### config.mk
export PLATFORM = sky130hd
export DESIGN_NAME = lab02_reg_exec
export DESIGN_NICKNAME = d
export VERILOG_FILES = /design/src/rtl/lab02_reg_exec.sv
export SDC_FILE = /design/constraint.sdc
export NUM_CORES = 2
export LEC_CHECK = 0
export CORE_UTILIZATION = 35
export CTS_BUF_LIST = sky130_fd_sc_hd__clkbuf_16
export CTS_CLUSTER_SIZE = 10
export DETAILED_ROUTE_END_ITERATION = 12
export PLACE_DENSITY = 0.5
export SLEW_MARGIN = 30
export SYNTH_ARGS = -nofsm -noshare
export SYNTH_HDL_FRONTEND = slang
export SYNTH_SLANG_ARGS = --single-unit
export TNS_END_PERCENT = 100
### constraint.sdc
create_clock -name clk -period 41.1 [get_ports clk]
set_input_delay 4.11 -clock clk [delete_from_list [all_inputs] [get_ports clk]]
set_output_delay 4.11 -clock clk [all_outputs]
set_load 0.005 [all_outputs]
### src/rtl/lab02_reg_exec.sv
`default_nettype none
// ============================================================================
// Module      : lab02_reg_exec
// Description : 32 x 32-bit register file with a three-state execute
//               sequencer (IDLE -> EXEC -> WB) feeding lab02_alu. Operands
//               and opcode are presented to the ALU from registers, the ALU
//               result is captured and written back, and every write-back
//               is reported on the wb_* status port.
// Ports       : clk, rst (async, active high)
//               cmd_valid/cmd_ready, cmd_op/cmd_rs/cmd_rt/cmd_rd : command
//               alu_a, alu_b, alu_op (out), alu_out, sign (in)  : ALU link
//               wb_valid, wb_rd, wb_data, wb_sign               : write-back
//               init_we, init_addr, init_data                   : preload
//               dbg_addr -> dbg_data (combinational)            : debug read
//               busy                                            : EXEC or WB
// Revision    : 1.0 - initial release
// ============================================================================
module lab02_reg_exec #(
  parameter int NREG   = 32,
  parameter int DATA_W = 32
) (
  input  logic              clk,
  input  logic              rst,
  input  logic              cmd_valid,
  output logic              cmd_ready,
  input  logic [4:0]        cmd_op,
  input  logic [4:0]        cmd_rs,
  input  logic [4:0]        cmd_rt,
  input  logic [4:0]        cmd_rd,
  output logic [DATA_W-1:0] alu_a,
  output logic [DATA_W-1:0] alu_b,
  output logic [4:0]        alu_op,
  input  logic [DATA_W-1:0] alu_out,
  input  logic              sign,
  output logic              wb_valid,
  output logic [4:0]        wb_rd,
  output logic [DATA_W-1:0] wb_data,
  output logic              wb_sign,
  input  logic              init_we,
  input  logic [4:0]        init_addr,
  input  logic [DATA_W-1:0] init_data,
  input  logic [4:0]        dbg_addr,
  output logic [DATA_W-1:0] dbg_data,
  output logic              busy
);

  localparam logic [4:0] OP_NOP = 5'h00;
  localparam logic [4:0] OP_ADD = 5'h01;
  localparam logic [4:0] OP_SUB = 5'h02;
  localparam logic [4:0] OP_MAX = 5'h06;

  typedef enum logic [1:0] {
    ST_IDLE = 2'd0,
    ST_EXEC = 2'd1,
    ST_WB   = 2'd2
  } state_t;

  state_t            state;
  state_t            state_next;
  logic [DATA_W-1:0] regs [NREG];
  logic [4:0]        op_q;        // effective opcode of the command in flight
  logic [4:0]        rd_q;        // destination of the command in flight
  logic [4:0]        cmd_op_eff;  // undefined opcodes collapse to NOP
  logic [DATA_W-1:0] rs_val;
  logic [DATA_W-1:0] rt_val;
  logic              accept;

  assign cmd_ready  = (state == ST_IDLE);
  assign busy       = (state != ST_IDLE);
  assign accept     = (state == ST_IDLE) && cmd_valid;
  assign cmd_op_eff = (cmd_op <= OP_MAX) ? cmd_op : OP_NOP;

  // r0 is forced to read zero on every read path.
  assign rs_val   = (cmd_rs   == 5'd0) ? '0 : regs[cmd_rs];
  assign rt_val   = (cmd_rt   == 5'd0) ? '0 : regs[cmd_rt];
  assign dbg_data = (dbg_addr == 5'd0) ? '0 : regs[dbg_addr];

  // --------------------------------------------------------------------------
  // State machine
  // --------------------------------------------------------------------------
  always_ff @(posedge clk or posedge rst) begin
    if (rst) state <= ST_IDLE;
    else     state <= state_next;
  end

  always_comb begin
    state_next = state;
    case (state)
      ST_IDLE: if (cmd_valid) state_next = ST_EXEC;
      ST_EXEC: state_next = ST_WB;
      ST_WB:   state_next = ST_IDLE;
      default: state_next = ST_IDLE;
    endcase
  end

  // --------------------------------------------------------------------------
  // Register file. Init writes only land in IDLE and write-back only in WB,
  // so the two write sources can never collide. Operands are read
  // combinationally from the pre-edge contents, so an init write in the
  // accept cycle is not bypassed into the operands.
  // --------------------------------------------------------------------------
  always_ff @(posedge clk or posedge rst) begin
    if (rst) begin
      for (int i = 0; i < NREG; i++) regs[i] <= '0;
    end else if ((state == ST_IDLE) && init_we && (init_addr != 5'd0)) begin
      regs[init_addr] <= init_data;
    end else if ((state == ST_WB) && (op_q != OP_NOP) && (wb_rd != 5'd0)) begin
      regs[wb_rd] <= wb_data;
    end
  end

  // --------------------------------------------------------------------------
  // ALU operand launch and result capture
  // --------------------------------------------------------------------------
  always_ff @(posedge clk or posedge rst) begin
    if (rst) begin
      alu_a    <= '0;
      alu_b    <= '0;
      alu_op   <= OP_NOP;
      op_q     <= OP_NOP;
      rd_q     <= 5'd0;
      wb_valid <= 1'b0;
      wb_rd    <= 5'd0;
      wb_data  <= '0;
      wb_sign  <= 1'b0;
    end else begin
      case (state)
        ST_IDLE: begin
          if (accept) begin
            alu_a  <= rs_val;
            alu_b  <= rt_val;
            alu_op <= cmd_op_eff;
            op_q   <= cmd_op_eff;
            rd_q   <= cmd_rd;
          end
        end
        ST_EXEC: begin
          wb_data  <= alu_out;
          wb_rd    <= rd_q;
          // Carry/borrow only has meaning for the arithmetic ops.
          wb_sign  <= ((op_q == OP_ADD) || (op_q == OP_SUB)) ? sign : 1'b0;
          wb_valid <= (op_q != OP_NOP);
          alu_op   <= OP_NOP;
        end
        ST_WB: begin
          wb_valid <= 1'b0;
        end
        default: begin
          wb_valid <= 1'b0;
        end
      endcase
    end
  end

endmodule
`default_nettype wire

Yosys cells after proc, flatten, opt, wreduce, memory -nomap -nowiden
Index checks and enable logic that the tools add are counted.

operators by class
  bitwise operators = 5
  multiplexer cells = 27
  add/sub/neg operators = 0
  multipliers = 0
  divide/modulo/power cells = 0
  equal/unequal tests = 6
  shifts and indexed selects = 0
  $lt $le $gt $ge = 8
  reductions and logical operators = 20

operator list
  kind                number
  $bwmux 1024         2
  $mux 1024           2
  $bmux 32 s5         3
  $mux 32             11
  $demux 32 s5        2
  $ge 6x6->1 const B  5
  $not 5->6           5
  $logic_not 5->1     3
  $reduce_bool 5->1   3
  $lt 6x1->1 const B  2
  $mux 5              2
  $pmux 5 s2          1
  $logic_and 1x1->1   7
  $reduce_bool 2->1   3
  $eq 5x1->1 const B  1
  $eq 5x2->1 const B  1
  $le 5x3->1 const B  1
  $pmux 2 s2          1
  $reduce_and 2->1    2
  $eq 2x1->1 const B  1
  $eq 2x2->1 const B  1
  $logic_not 2->1     1
  $mux 2              1
  $ne 2x1->1 const B  1
  other kinds (4)     4

storage, ports and cells
  output and inout port bits = 142
  bits in registers = 1,144
  logic and storage cells = 108
  input port bits = 99
  memories = 0
  RAM bits = 0
  memory bits (read-only) = 0
  bits in latches = 0

Longest topological paths before layout
  depth after elaboration = 8
  gate-level depth with buffers = 10

Worst setup path after synthesis
Ideal clock, no wire load.

  path type = input port to output port
  from = in dbg_addr[0]
  to = out dbg_data[0]
  path slack = 31,039 ps
  required time = 36,990 ps
  arrival = 5,951 ps
  stages = 5
  cell sequence = buf_2 clkbuf_1 mux4_2 mux4_2 a21o_1

between the ends
  cells in the longest elaborated chain, start to end = 5

RTL lines
  item                                        line  RTL
  start: declaration                          42    input logic [4:0] dbg_addr,
  $not 5->6 (not written as such)             76    assign dbg_data = (dbg_addr == 5'd0) ? '0 : regs[dbg_addr];
  $bmux 32 s5                                 76
  $mux 32 (not written as such) (2 in a row)  76
  $mux 32 *                                   76
  end: declaration                            43    output logic [DATA_W-1:0] dbg_data,

Every way passes the cells marked *; elsewhere a longest branch is shown, timed or not. The select of a mux whose other input is x is not followed.

Worst setup path in the final report
  from = in dbg_addr[0]
  to = out dbg_data[27]

The elaborated chain is that of the path after synthesis.

==> metrics <==
Cell Int Power=2.84 mW; share of cells above drive strength 1=26.7%; Reg clk slew, reported paths=0.06 ns; Synth Instances=6085; Final GP Congestion=0.905; fillers=18800; power per cell area=55.5 nW/um^2; FF+latch count, synth=1144; skew final=0.0273 ns; clock sink count=1144; post-synthesis xor/xnor area fraction=0.0125%; fin area=79700 um^2; Worst Path Buf+Inv=4; Routed Antenna Nets=0; Mapped Nets=6184; # hold bufs at CTS=0; CTS HTree Levels=4; gr ovfl total=0; CP Launch Type=input pin; CP Class=in2out; fin. max-slew vios=0; final hold slack=0.418 ns; Root Driver=clkbuf_16; Setup crit end kind=primary output; DR vias=64600; Max Freq=80.6 MHz; Netlist cell types=53; CP max FO=63; Lkg Pwr=31.7 nW; worst vdd ir=0.0000464 V; Hold Startpoint=regs[1009]; drt first-iter violations=11000; Post-Synth Adder-Cell Area=0%; Total Nets Final=5961; vias in the first global route=61300; clk buf depth=3; status=finished, final reports clean; Setup TNS=0 ns; DRC viols=0; final core occ=40.2%; ys async rst share=100%; CTS tree=built; Die W=450 um; RSZ-0062 raised after global routing=no; relative slew slack=20.0%; Port Buf Inserts=240; Post-Synth Simple-Gate Area=4.04%; largest net degree at the start of global routing=164; Switching Fraction=35.8%; router iterations before antenna repair=6; CP top delay family=buffers and inverters; post-cts sizing count=0; die area=202000 um^2; setup bufs post-CTS=0; num rows=163; crit path launch=dbg_addr[0]; Mapped Area=70200 um^2; predominant post-synthesis flop cell=dfrtp_1; worst r2r src=state[1]; Sw Pwr=1.58 mW; overall die height=450 um; CTS Buf Count=144; crit-path cells=buf_8 > buf_4 > buf_4 > mux4_2 > mux4_2 > a21o_1 > clkdlybuf4s50_1; sequential power share=42.0%; post-route clock period utilization=30.2%; Initial Util=35.4%; mux cell area share after synthesis=27.3%; first-pass GRT wire length=517 mm; Slowest Stage Delay on Critical Path=0.77 ns; Via density=7.50; Seq/Total Area, Yosys=40.8%; CP Data Arrival Time=8.30 ns; mean routed wirelength per cell=43.6 um; I/O pin count=241; Global Route Usage Sum=36.3%; Warnings, synthesis=0; crit path max-delay cell type=buf_4; largest family of logic cells by synthesized area=multiplexers; Clock Power Share=26.9%; compound-cell area share of the yosys netlist=22.9%; DRT Wirelength=375 mm; worst hold path type=reg2reg; Worst EP required=36.99 ns; Final Hold Viols=0; Placed Instance Area=75200 um^2; combinational share of power=31.1%; Max-Cap Viols=0; number of flops mapped to enable cells by yosys=0; FF+latch area=28600 um^2; Design Power=4.43 mW; Detail Placement HPWL=211 mm; Clock Latency Late Sink=0.84 ns; syn avg cell area=11.5 um^2; area of the multi-input gates=38900 um^2; setup violators final=0; fin crit period=12.41 ns; area delta synth->final=13.6%; initial antenna violation count=40; core footprint=198000 um^2; Worst Max-Slew Pin Slew=1.20 ns
==> power by group through the flow <==
stage / Combinational (mW) / Clock (mW) / Sequential, mW
global placement: 1.33 / 0 / 1.84
floorplan: 0.986 / 0 / 1.69
global route: 1.48 / 1.24 / 1.88
detailed placement: 1.36 / 0 / 1.84
finish: 1.38 / 1.19 / 1.86
CTS: 1.36 / 1.20 / 1.83
==> final cells by class <==
cell class                 instances  share of cell area [%]
tap                             2640                    4.14
multi-input combinational       4081                    48.8
antenna                           21                  0.0659
sequential                      1144                    35.9
clock buffer                     147                    4.62
inverter                           5                  0.0330
timing repair buffer             486                    5.78
clock inverter                    87                   0.590
==> cells in the final DEF (no fill, tap or decap), types with 147 or more instances in the layout <==
cell             instances
o22ai_1                218
o21ai_0                697
o21ai_1                300
a22oi_1                992
mux4_2                 612
clkbuf_16              147
clkdlybuf4s50_1        223
buf_4                  214
dfrtp_1               1144
mux2_2                 407
==> Yosys cell counts, types with 62 or more instances <==
cell type	count	share of area, %
a211oi_1	122	1.3
a22o_1	66	0.82
a22oi_1	992	11
buf_2	169	1.2
clkbuf_1	638	3.4
dfrtp_1	1144	41
mux2_2	407	6.5
mux2i_1	76	1.1
mux4_2	612	20
nand2_1	62	0.33
nor2_1	76	0.41
nor2b_1	131	1.2
nor3_1	65	0.46
nor4_1	63	0.56
o21ai_0	697	5.0
o21ai_1	302	2.2
o22ai_1	218	1.9
==> flip-flops by register name (all words and copies together), names as in the netlist <==
signal    cells
wb_data      32
regs       1024
wb_sign       1
alu_a        32
op_q          5
state         2
rd_q          5
wb_valid      1
alu_b        32
wb_rd         5
alu_op        5
==> cell families (layout without fill, tap and decap cells) <==
group,Yosys count,after routing
AND/OR/NAND/NOR,483,483
flip-flops,1144,1144
multiplexers,1095,1095
buffers and inverters,860,725
other,0,21
XOR/XNOR,1,1
AO/OA/AOI/OAI,2502,2502
==> path summary, 6_finish.rpt <==
path                                      to  slack [ns]  cells after the start
worst max register to register     regs[744]       36.87                      7
worst max-delay path            dbg_data[27]       28.69                      7
worst min-delay path              regs[1009]        0.42                      0
max in group asynchronous          regs[848]       33.79                      7
worst min register to register    regs[1009]        0.42                      0
min in group asynchronous          alu_op[3]        3.79                      2
==> metrics by stage <==
step / instances / worst slack, ns
2_1_floorplan: 6085 / 4.77
3_3_place_gp: 8339 / 28.82
3_5_place_dp: 8349 / 28.70
4_1_cts: 8583 / 28.70
5_1_grt: 8594 / 28.49
6_report: 8611 / 28.69
==> worst register-to-register path, cell delays in order, from the launching register on <==
cell and delay, ns:
dfrtp_1 0.53, or3b_1 0.80, nor3_4 0.85, buf_4 0.73, a31oi_4 0.28, buf_4 0.52, a22oi_1 0.24, o21ai_0 0.11
==> metal layers <==
layer,GRT usage [%],wire length (um),up-vias
li1,-,-,23900
met1,45.2,135000,33300
met2,51.6,160000,5835
met3,13.7,51300,1496
met4,25.2,28800,23
met5,0.687,320,-
Power figures use the tool's default switching activity.
